### config.mk
export PLATFORM = sky130hd
export DESIGN_NAME = motor_ramp_ctrl
export DESIGN_NICKNAME = d
export VERILOG_FILES = /design/src/rtl/motor_pkg.sv /design/src/rtl/pwm_core.sv /design/src/rtl/motor_ramp_ctrl.sv
export SDC_FILE = /design/constraint.sdc
export NUM_CORES = 1
export LEC_CHECK = 0
export ABC_AREA = 1
export BUFFER_PORTS_ARGS = -buffer_cell sky130_fd_sc_hd__buf_2
export CAP_MARGIN = 40
export CORE_MARGIN = 8
export CORE_UTILIZATION = 40
export CTS_CLUSTER_DIAMETER = 150
export DETAILED_ROUTE_END_ITERATION = 7
export GPL_ROUTABILITY_DRIVEN = 0
export PLACE_DENSITY = 0.6
export SLEW_MARGIN = 10
export SYNTH_ARGS = -nofsm -noshare
export SYNTH_HDL_FRONTEND = slang
export SYNTH_SLANG_ARGS = --single-unit
export TNS_END_PERCENT = 30
### constraint.sdc
create_clock -name m_clock -period 5.4 [get_ports m_clock]
set_input_delay 0.81 -clock m_clock [delete_from_list [all_inputs] [get_ports m_clock]]
set_output_delay 0.81 -clock m_clock [all_outputs]
set_load 0.02 [all_outputs]
### src/rtl/motor_pkg.sv
// Shared motor-control types, default PWM timing and the duty-ramp helper.
// Latency: none (declarations and a pure combinational function only).
// Backpressure: not applicable.
package motor_pkg;

    localparam int DUTY_W        = 14;
    localparam int DEF_PERIOD    = 8760;
    localparam int DEF_RAMP_STEP = 146;

    typedef enum logic [1:0] {
        ST_IDLE = 2'd0,
        ST_RAMP = 2'd1,
        ST_HOLD = 2'd2,
        ST_STOP = 2'd3
    } motor_state_t;

    // Move cur toward tgt by at most step. Each branch only subtracts the
    // smaller value from the larger, so the unsigned result never wraps and
    // never passes tgt.
    function automatic logic [DUTY_W-1:0] step_toward(
        input logic [DUTY_W-1:0] cur,
        input logic [DUTY_W-1:0] tgt,
        input logic [DUTY_W-1:0] step
    );
        logic [DUTY_W-1:0] res;
        res = tgt;
        if (tgt >= cur) begin
            if ((tgt - cur) > step) res = cur + step;
        end else begin
            if ((cur - tgt) > step) res = cur - step;
        end
        return res;
    endfunction

endpackage

### src/rtl/pwm_core.sv
// PWM period counter and comparator with a period-boundary pulse.
// Latency: power is registered, so it follows the counter value by one cycle.
// Backpressure: none; the counter free-runs whenever reset is released.
module pwm_core
    import motor_pkg::*;
#(
    parameter int PERIOD = DEF_PERIOD
) (
    input  logic              m_clock,
    input  logic              p_reset,
    input  logic [DUTY_W-1:0] duty,
    output logic              power,
    output logic              period_end
);

    localparam logic [DUTY_W-1:0] LAST = DUTY_W'(PERIOD - 1);

    logic [DUTY_W-1:0] cnt;

    assign period_end = (cnt == LAST);

    // Free-running period counter, wraps after the boundary cycle.
    always_ff @(posedge m_clock or negedge p_reset) begin
        if (!p_reset) begin
            cnt <= '0;
        end else if (period_end) begin
            cnt <= '0;
        end else begin
            cnt <= cnt + DUTY_W'(1);
        end
    end

    // Registered compare: duty 0 is constant low, duty PERIOD is constant high.
    always_ff @(posedge m_clock or negedge p_reset) begin
        if (!p_reset) begin
            power <= 1'b0;
        end else begin
            power <= (cnt < duty);
        end
    end

endmodule

### src/rtl/motor_ramp_ctrl.sv
// Motor PWM controller that slews the duty toward a commanded target once per period.
// Latency: commands are accepted on the valid&ready cycle; the duty moves only at period boundaries.
// Backpressure: cmd_ready drops while a ramp-down-and-stop is in progress and during reset.
module motor_ramp_ctrl
    import motor_pkg::*;
#(
    parameter int PERIOD    = DEF_PERIOD,
    parameter int RAMP_STEP = DEF_RAMP_STEP
) (
    input  logic              m_clock,
    input  logic              p_reset,
    input  logic              cmd_valid,
    output logic              cmd_ready,
    input  logic [DUTY_W-1:0] cmd_duty,
    input  logic              cmd_stop,
    output logic              power,
    output logic              busy,
    output logic              at_target
);

    localparam logic [DUTY_W-1:0] PERIOD_D = DUTY_W'(PERIOD);
    localparam logic [DUTY_W-1:0] STEP_D   = DUTY_W'(RAMP_STEP);

    motor_state_t      state, state_nxt;
    logic [DUTY_W-1:0] target, target_nxt;
    logic [DUTY_W-1:0] duty_cur, duty_nxt;
    logic [DUTY_W-1:0] duty_clamped;
    logic              ready_en;
    logic              period_end;
    logic              accept;

    // ready_en keeps cmd_ready low through reset and opens it on the first edge after release.
    assign cmd_ready    = ready_en && (state != ST_STOP);
    assign accept       = cmd_valid && cmd_ready;
    assign duty_clamped = (cmd_duty > PERIOD_D) ? PERIOD_D : cmd_duty;
    assign busy         = (state == ST_RAMP) || (state == ST_STOP);
    assign at_target    = (state == ST_HOLD);

    pwm_core #(
        .PERIOD (PERIOD)
    ) u_pwm (
        .m_clock    (m_clock),
        .p_reset    (p_reset),
        .duty       (duty_cur),
        .power      (power),
        .period_end (period_end)
    );

    // State, target and duty registers; reset discards any ramp in progress.
    always_ff @(posedge m_clock or negedge p_reset) begin
        if (!p_reset) begin
            state    <= ST_IDLE;
            target   <= '0;
            duty_cur <= '0;
            ready_en <= 1'b0;
        end else begin
            state    <= state_nxt;
            target   <= target_nxt;
            duty_cur <= duty_nxt;
            ready_en <= 1'b1;
        end
    end

    // Command decode first, then the boundary step against the freshly loaded target.
    always_comb begin
        state_nxt  = state;
        target_nxt = target;
        duty_nxt   = duty_cur;

        case (state)
            ST_IDLE: begin
                // A stop while idle has nothing to ramp down.
                if (accept && !cmd_stop) begin
                    target_nxt = duty_clamped;
                    if (duty_clamped != duty_cur) state_nxt = ST_RAMP;
                end
            end
            ST_RAMP, ST_HOLD: begin
                if (accept) begin
                    if (cmd_stop) begin
                        target_nxt = '0;
                        state_nxt  = ST_STOP;
                    end else begin
                        target_nxt = duty_clamped;
                        state_nxt  = (duty_clamped != duty_cur) ? ST_RAMP : ST_HOLD;
                    end
                end
            end
            default: begin
                // ST_STOP: cmd_ready is low, nothing can be accepted.
            end
        endcase

        if (period_end && ((state_nxt == ST_RAMP) || (state_nxt == ST_STOP))) begin
            duty_nxt = step_toward(duty_cur, target_nxt, STEP_D);
            if (duty_nxt == target_nxt) begin
                state_nxt = (state_nxt == ST_RAMP) ? ST_HOLD : ST_IDLE;
            end
        end
    end

endmodule
Word-level counts from Yosys, hierarchy flattened
Cells that the tools add are included.
{ "word_totals": {"regBits": 46, "in_bits": 18, "out_inout_bits": 4} }
{ "classes": {"n_addsub": 5, "order_cmp": 5, "eq_ne": 9, "muxes": 19, "n_reduce_logical": 9} }
{ "op_table": {"columns": ["operator", "n"], "rows": [
  ["$mux W14", 9],
  ["$gt A14 B8 Y1 const B", 2],
  ["$pmux W14 S2", 1],
  ["$sub A14 B14 Y14", 2],
  ["$mux W2", 8],
  ["$add A14 B1 Y14 const B", 1],
  ["$add A14 B8 Y14 const B", 1],
  ["$eq A14 B14 Y1", 1],
  ["$eq A14 B14 Y1 const B", 1],
  ["$ge A14 B14 Y1", 1],
  ["$gt A14 B14 Y1 const B", 1],
  ["$lt A14 B14 Y1", 1],
  ["$ne A14 B14 Y1", 1],
  ["$sub A14 B8 Y14 const B", 1],
  ["$eq A2 B2 Y1 const B", 3],
  ["$eq A2 B1 Y1 const B", 2],
  ["$logic_and A1 B1 Y1", 4],
  ["$pmux W2 S2", 1],
  ["$logic_not A2 Y1", 1],
  ["$logic_or A1 B1 Y1", 2],
  ["$ne A2 B2 Y1 const B", 1],
  ["$reduce_or A2 Y1", 1],
  ["$logic_not A1 Y1", 1]
]} }

Depth between registers and ports, before layout
{ "depth": {"ltp_word": 14, "mapped_depth": 44, "ltp_nobuf": 41} }

Modules after synthesis
Synthesis repeated with hierarchy kept, for this count alone.
{ "hier_totals": {"hier_cells": 1077, "hier_area_um2": 6256.0} }
{ "modules_own_cells": {"columns": ["module", "n_inst", "cells_each", "area_per_inst_um2", "seq_area_each_um2"], "rows": [
  ["motor_ramp_ctrl", 1, 918, 5111.2, 775.7],
  ["pwm_core", 1, 159, 1144.8, 375.4]
]} }

Worst setup path after synthesis
Ideal clock, no wire load.
{ "synth_path": {"kind": "input-to-reg", "start": "in cmd_duty[12]", "end": "reg state[1]", "setup_time_ns": 0.113, "arrival_time_ns": 4.181, "t_required_ns": 5.287, "path_slack_ns": 1.107, "path_stages": 35, "path_buffers": 2, "path_cell_list": "nor2_1 -> nand2_1 -> nor2_1 -> nand2_1 -> nand2_1 -> nand2_1 -> buf_4 -> nand2_1 -> nand2_1 -> nand3_1 -> nand3_1 -> nand2_1 -> inv_1 -> fa_1 -> o21ai_1 -> nand2_1 -> nand3_1 -> nand2_1 -> nor2_2 -> nand2_1 -> nor2_2 -> nand2_2 -> buf_6 -> nand2_1 -> nand3_2 -> nand2_1 -> nand2_1 -> nand2_1 -> nand2_1 -> nor2_1 -> nand2_1 -> nor2_2 -> nand3_1 -> nand2_1 -> inv_1"} }
{ "synth_between": {"elab_chain_len": 13} }
{ "synth_rtl": {"columns": ["element", "line_no", "text"], "rows": [
  ["start: declaration", "motor_ramp_ctrl.sv:14", "input logic [DUTY_W-1:0] cmd_duty,"],
  ["$gt A14 B14 Y1 (*)", "motor_ramp_ctrl.sv:35", "assign duty_clamped = (cmd_duty > PERIOD_D) ? PERIOD_D : cmd_duty;"],
  ["$mux W14 (*)", "motor_ramp_ctrl.sv:35", null],
  ["$mux W14", "motor_ramp_ctrl.sv:80", "if (cmd_stop) begin"],
  ["$mux W14", "motor_ramp_ctrl.sv:79", "if (accept) begin"],
  ["$pmux W14 S2 (*)", "motor_ramp_ctrl.sv:70", "case (state)"],
  ["via target_nxt[1]", "motor_ramp_ctrl.sv:25", "logic [DUTY_W-1:0] target, target_nxt;"],
  ["$sub A14 B14 Y14, on equally long branches", "motor_pkg.sv:30, motor_pkg.sv:28", null],
  ["$gt A14 B8 Y1, on equally long branches", "motor_pkg.sv:30, motor_pkg.sv:28", null],
  ["$mux W14, on equally long branches", "motor_pkg.sv:30, motor_pkg.sv:28", null],
  ["$mux W14", "motor_pkg.sv:27", "if (tgt >= cur) begin"],
  ["$mux W14", "motor_ramp_ctrl.sv:94", "if (period_end && ((state_nxt == ST_RAMP) || (state_nxt == ST_STOP))) begin"],
  ["$eq A14 B14 Y1 (*)", "motor_ramp_ctrl.sv:96", "if (duty_nxt == target_nxt) begin"],
  ["$mux W2 (*)", "motor_ramp_ctrl.sv:96", null],
  ["$mux W2 (*)", "motor_ramp_ctrl.sv:94", null],
  ["via state_nxt[1]", "motor_ramp_ctrl.sv:24", "motor_state_t state, state_nxt;"],
  ["end signal: assignment", "motor_ramp_ctrl.sv:57", "state <= state_nxt;"],
  ["end: declaration", "motor_ramp_ctrl.sv:24", null]
]} }
Mark *: on every way through the listed nets, which the timed path passes. The rest lies on a longest branch. The select of a mux whose other input is x is not followed.
A chain may end at the register's enable or synchronous reset.

Worst setup path after layout
{ "layout_path": {"start": "reg state[1]", "end": "reg state[1]"} }
{ "layout_between": {"elab_chain_len": 14} }
{ "layout_rtl": {"columns": ["element", "line_no", "text"], "rows": [
  ["$ne A2 B2 Y1", "motor_ramp_ctrl.sv:33", "assign cmd_ready = ready_en && (state != ST_STOP);"],
  ["$logic_and A1 B1 Y1", "motor_ramp_ctrl.sv:33", null],
  ["$logic_and A1 B1 Y1", "motor_ramp_ctrl.sv:34", "assign accept = cmd_valid && cmd_ready;"],
  ["$logic_and A1 B1 Y1", "motor_ramp_ctrl.sv:73", "if (accept && !cmd_stop) begin"],
  ["$mux W14", "motor_ramp_ctrl.sv:73", null],
  ["$pmux W14 S2 (*)", "motor_ramp_ctrl.sv:70", null],
  ["via target_nxt[0]", "motor_ramp_ctrl.sv:25", null],
  ["$sub A14 B14 Y14, on equally long branches", "motor_pkg.sv:30, motor_pkg.sv:28", null],
  ["$gt A14 B8 Y1, on equally long branches", "motor_pkg.sv:30, motor_pkg.sv:28", null],
  ["$mux W14, on equally long branches", "motor_pkg.sv:30, motor_pkg.sv:28", null],
  ["$mux W14", "motor_pkg.sv:27", null],
  ["$mux W14", "motor_ramp_ctrl.sv:94", null],
  ["$eq A14 B14 Y1 (*)", "motor_ramp_ctrl.sv:96", null],
  ["$mux W2 (*)", "motor_ramp_ctrl.sv:96", null],
  ["$mux W2 (*)", "motor_ramp_ctrl.sv:94", null],
  ["via state_nxt[1]", "motor_ramp_ctrl.sv:24", null]
]} }
Marks and branches as above.

==> metrics.csv <==
stage,metric,value,unit
outcome,status,completed,
pwr,p_per_area,605,nW/um2
synth,synthTopCellsByArea,"nand2_1 26%, dfrtp_1 18%, nand3_1 10%, ha_1 9.4%, inv_1 8.7%",
pwr,power,4.15,mW
setup_path,cp_slowest_cell,fa_1,
detailed_routing,drt_wl_total,19.7,mm
cells_and_area,drive_gt1_frac,0.102,
clocking,cts_tree,done,
min_path,hold_class,flip-flop to flip-flop,
global_routing,grt_pass1_vias,6218,
clocking,cts.sinks,46,
synth,ys_types,39,
synth,syn-cell-area,6240,um2
sta,tightest_slew,653,ps
setup_path,cpPeakStageDelay,460,ps
sta,final-max-slew-violation-count,0,
setup_path,cp_max_fo,21,
placement,post-place-ws,-28.4,ps
synth,synth_top_family_by_area,simple AND/OR/NAND/NOR gates,
placement,dpl_cell_area,6580,um2
synth,synth_fa_ha_area_frac,0.101,
pwr,ir_drop,0.186,mV
placement,io_buffers,21,
clocking,cts.htree.levels,2,
sta,worst_clock_skew,5.03,ps
sta,clock.fmax,199,MHz
synth,synth-xor-area-share,0.0519,
sta,setup_tns,0,ps
clocking,numCtsBuffers,5,
cells_and_area,instances_no_fill,1289,
clocking,clock_latency,290,ps
synth,syn_avg_cell_area,5.81,um2
clocking,cts-root-buf,clkbuf_16,
setup_path,crit_type,flip-flop to flip-flop,
floorplanning,core_area,15200,um2
pwr,power_leakage,3.88,nW
cells_and_area,final_util,0.450,
cells_and_area,syn_to_final_growth,9.77,%
job,max_cap_violations,0,
setup_path,endpoint_kind,flip-flop,
cells_and_area,num_antenna_cells,0,
synth,syn-num-nets,1140,
global_routing,overflow,0,
global_routing,grt_pass1_wl,32.2,mm
floorplanning,io_pins,22,
cells_and_area,stdcell_area,6850,um2
clocking,cts_buffer_depth,2,
sta,setup_viol,0,
floorplanning,fp.dieArea,19800,um2
sta,maxSlewHeadroom,0.562,
synth,yosys_warnings,0,
detailed_routing,wl_per_cell,15.3,um
setup_path,path_delay_family,simple AND/OR/NAND/NOR gates,
detailed_routing,drt_iter0_markers,662,
sta,fin_crit,5030,ps
setup_path,cp-start-kind,flip-flop,
floorplanning,chipWidth,141,um
sta,worst_slack,371,ps
sta,whs,488,ps
synth,synth_top_cell_by_area,nand2_1,
cells_and_area,mostFrequentLayoutCells,"427 x nand2_1, 144 x inv_1, 130 x nand3_1, 57 x nor2_1, 46 x dfrtp_1",
synth,synthMuxAreaShare,0,
global_routing,grt_max_degree,47,
detailed_routing,ant_nets,0,
synth,synth_top_area_frac,0.258,
detailed_routing,vias,6564,
synth,synth_simple_gate_area_share,0.478,
setup_path,worst_ep_arrival_time,5220,ps
floorplanning,initial_core_util,0.410,
sta,post-route-period-util,0.931,
global_routing,antenna_found_initial,0,
setup_path,reg2reg_slack,370,ps
setup_path,path_buf_inv,3,
cells_and_area,nets,1167,
detailed_routing,drc,0,
placement,dp_hpwl,15.8,mm
floorplanning,die_y,141,um
placement,post-place-cells,1277,
synth,seq_area_frac_synth,0.185,
global_routing,track_usage,0.200,
cells_and_area,layout_commonest_cell,nand2_1,
synth,ys_ff_latch,46,
synth,syn_inst,1073,
setup_path,cp.required,5590,ps
setup_path,cp_common_cell,nand2_1,
floorplanning,rows,45,
clocking,cts.clk_slew.worst_paths,70,ps
detailed_routing,viasPerCell,5.09,
detailed_routing,first_pass_iters,7,
synth,synth-compound-area-share,0.0664,
sta,hold_viol,0,
clocking,hold_buffers,0,
[flip-flops by register name (all words and copies together) (netlist names)]
register,cells
u_pwm.power,1
u_pwm.cnt,14
duty_cur,14
target,14
ready_en,1
state,2
[cells in the mapped netlist, drive strengths merged]
library cell,number
nand2,441
inv,148
nand3,140
nor2,76
ha,47
dfrtp,46
xor2,32
o21ai,27
a21oi,26
buf,17
nand4,17
nor3,11
clkbuf,9
clkinv,6
o211ai,6
o21a,6
xnor2,5
or2,3
fa,2
nor4,2
a2111oi,1
a21boi,1
a21o,1
a22oi,1
conb,1
o221ai,1
[power by group]
| group | total [mW] | internal (mW) | switching, mW |
|---|---|---|---|
| sequential | 0.438 | 0.402 | 0.0353 |
| clock | 0.418 | 0.278 | 0.140 |
| combinational | 3.29 | 1.06 | 2.23 |
| total | 4.15 | 1.74 | 2.41 |
[repair_timing]
item,4_1_cts,5_1_grt
hold endpoints to repair,0,0
setup buffers,0,4
setup endpoints to repair,0,2
gates resized for setup,0,8
[per-layer routing]
layer  wire length [um]  part of all wire  vias up  GRT usage
met1               9550              0.48     2925      0.282
met3               1220             0.062       24     0.0260
met5                  0                 0        -          0
met4                307             0.016        0     0.0424
li1                   -                 -     3421          -
met2               8620              0.44      194      0.320
[worst paths after layout]
check,endpoint,cells past startpoint,from
min,u_pwm.cnt[0]$_DFF_PN0_,1,u_pwm.cnt[0]$_DFF_PN0_
min reg2reg,u_pwm.cnt[0]$_DFF_PN0_,1,u_pwm.cnt[0]$_DFF_PN0_
max,state[1]$_DFF_PN0_,32,state[1]$_DFF_PN0_
min in group asynchronous,u_pwm.cnt[8]$_DFF_PN0_,2,p_reset
max in group asynchronous,target[8]$_DFF_PN0_,2,p_reset
max reg2reg,state[1]$_DFF_PN0_,32,state[1]$_DFF_PN0_
[cell type report]
| class | count | area, um2 |
|---|---|---|
| Timing Repair Buffer | 46 | 305 |
| Tap cell | 188 | 235 |
| Clock inverter | 2 | 60.1 |
| Multi-Input combinational cell | 847 | 4380 |
| Clock buffer | 6 | 139 |
| Inverter | 154 | 578 |
| Sequential cell | 46 | 1150 |
| Fill cell | 1667 | 8350 |
[cell families (layout without fill, tap and decap cells)]
kind of cell / Yosys count / after routing
AO/OA/AOI/OAI: 70 / 70
AND/OR/NAND/NOR: 690 / 690
XOR/XNOR: 37 / 37
other: 1 / 1
adder cells (fa/ha/maj): 49 / 49
buffers and inverters: 180 / 208
flip-flops: 46 / 46
[worst register-to-register path: cells and delay by family (launching register included)]
kind            cells  cell delay, ps
buf+inv             3             410
fa+ha+maj           3             950
simple gates       25            2780
flops               1             430
compound gates      1             360
Power figures use the tool's default switching activity.
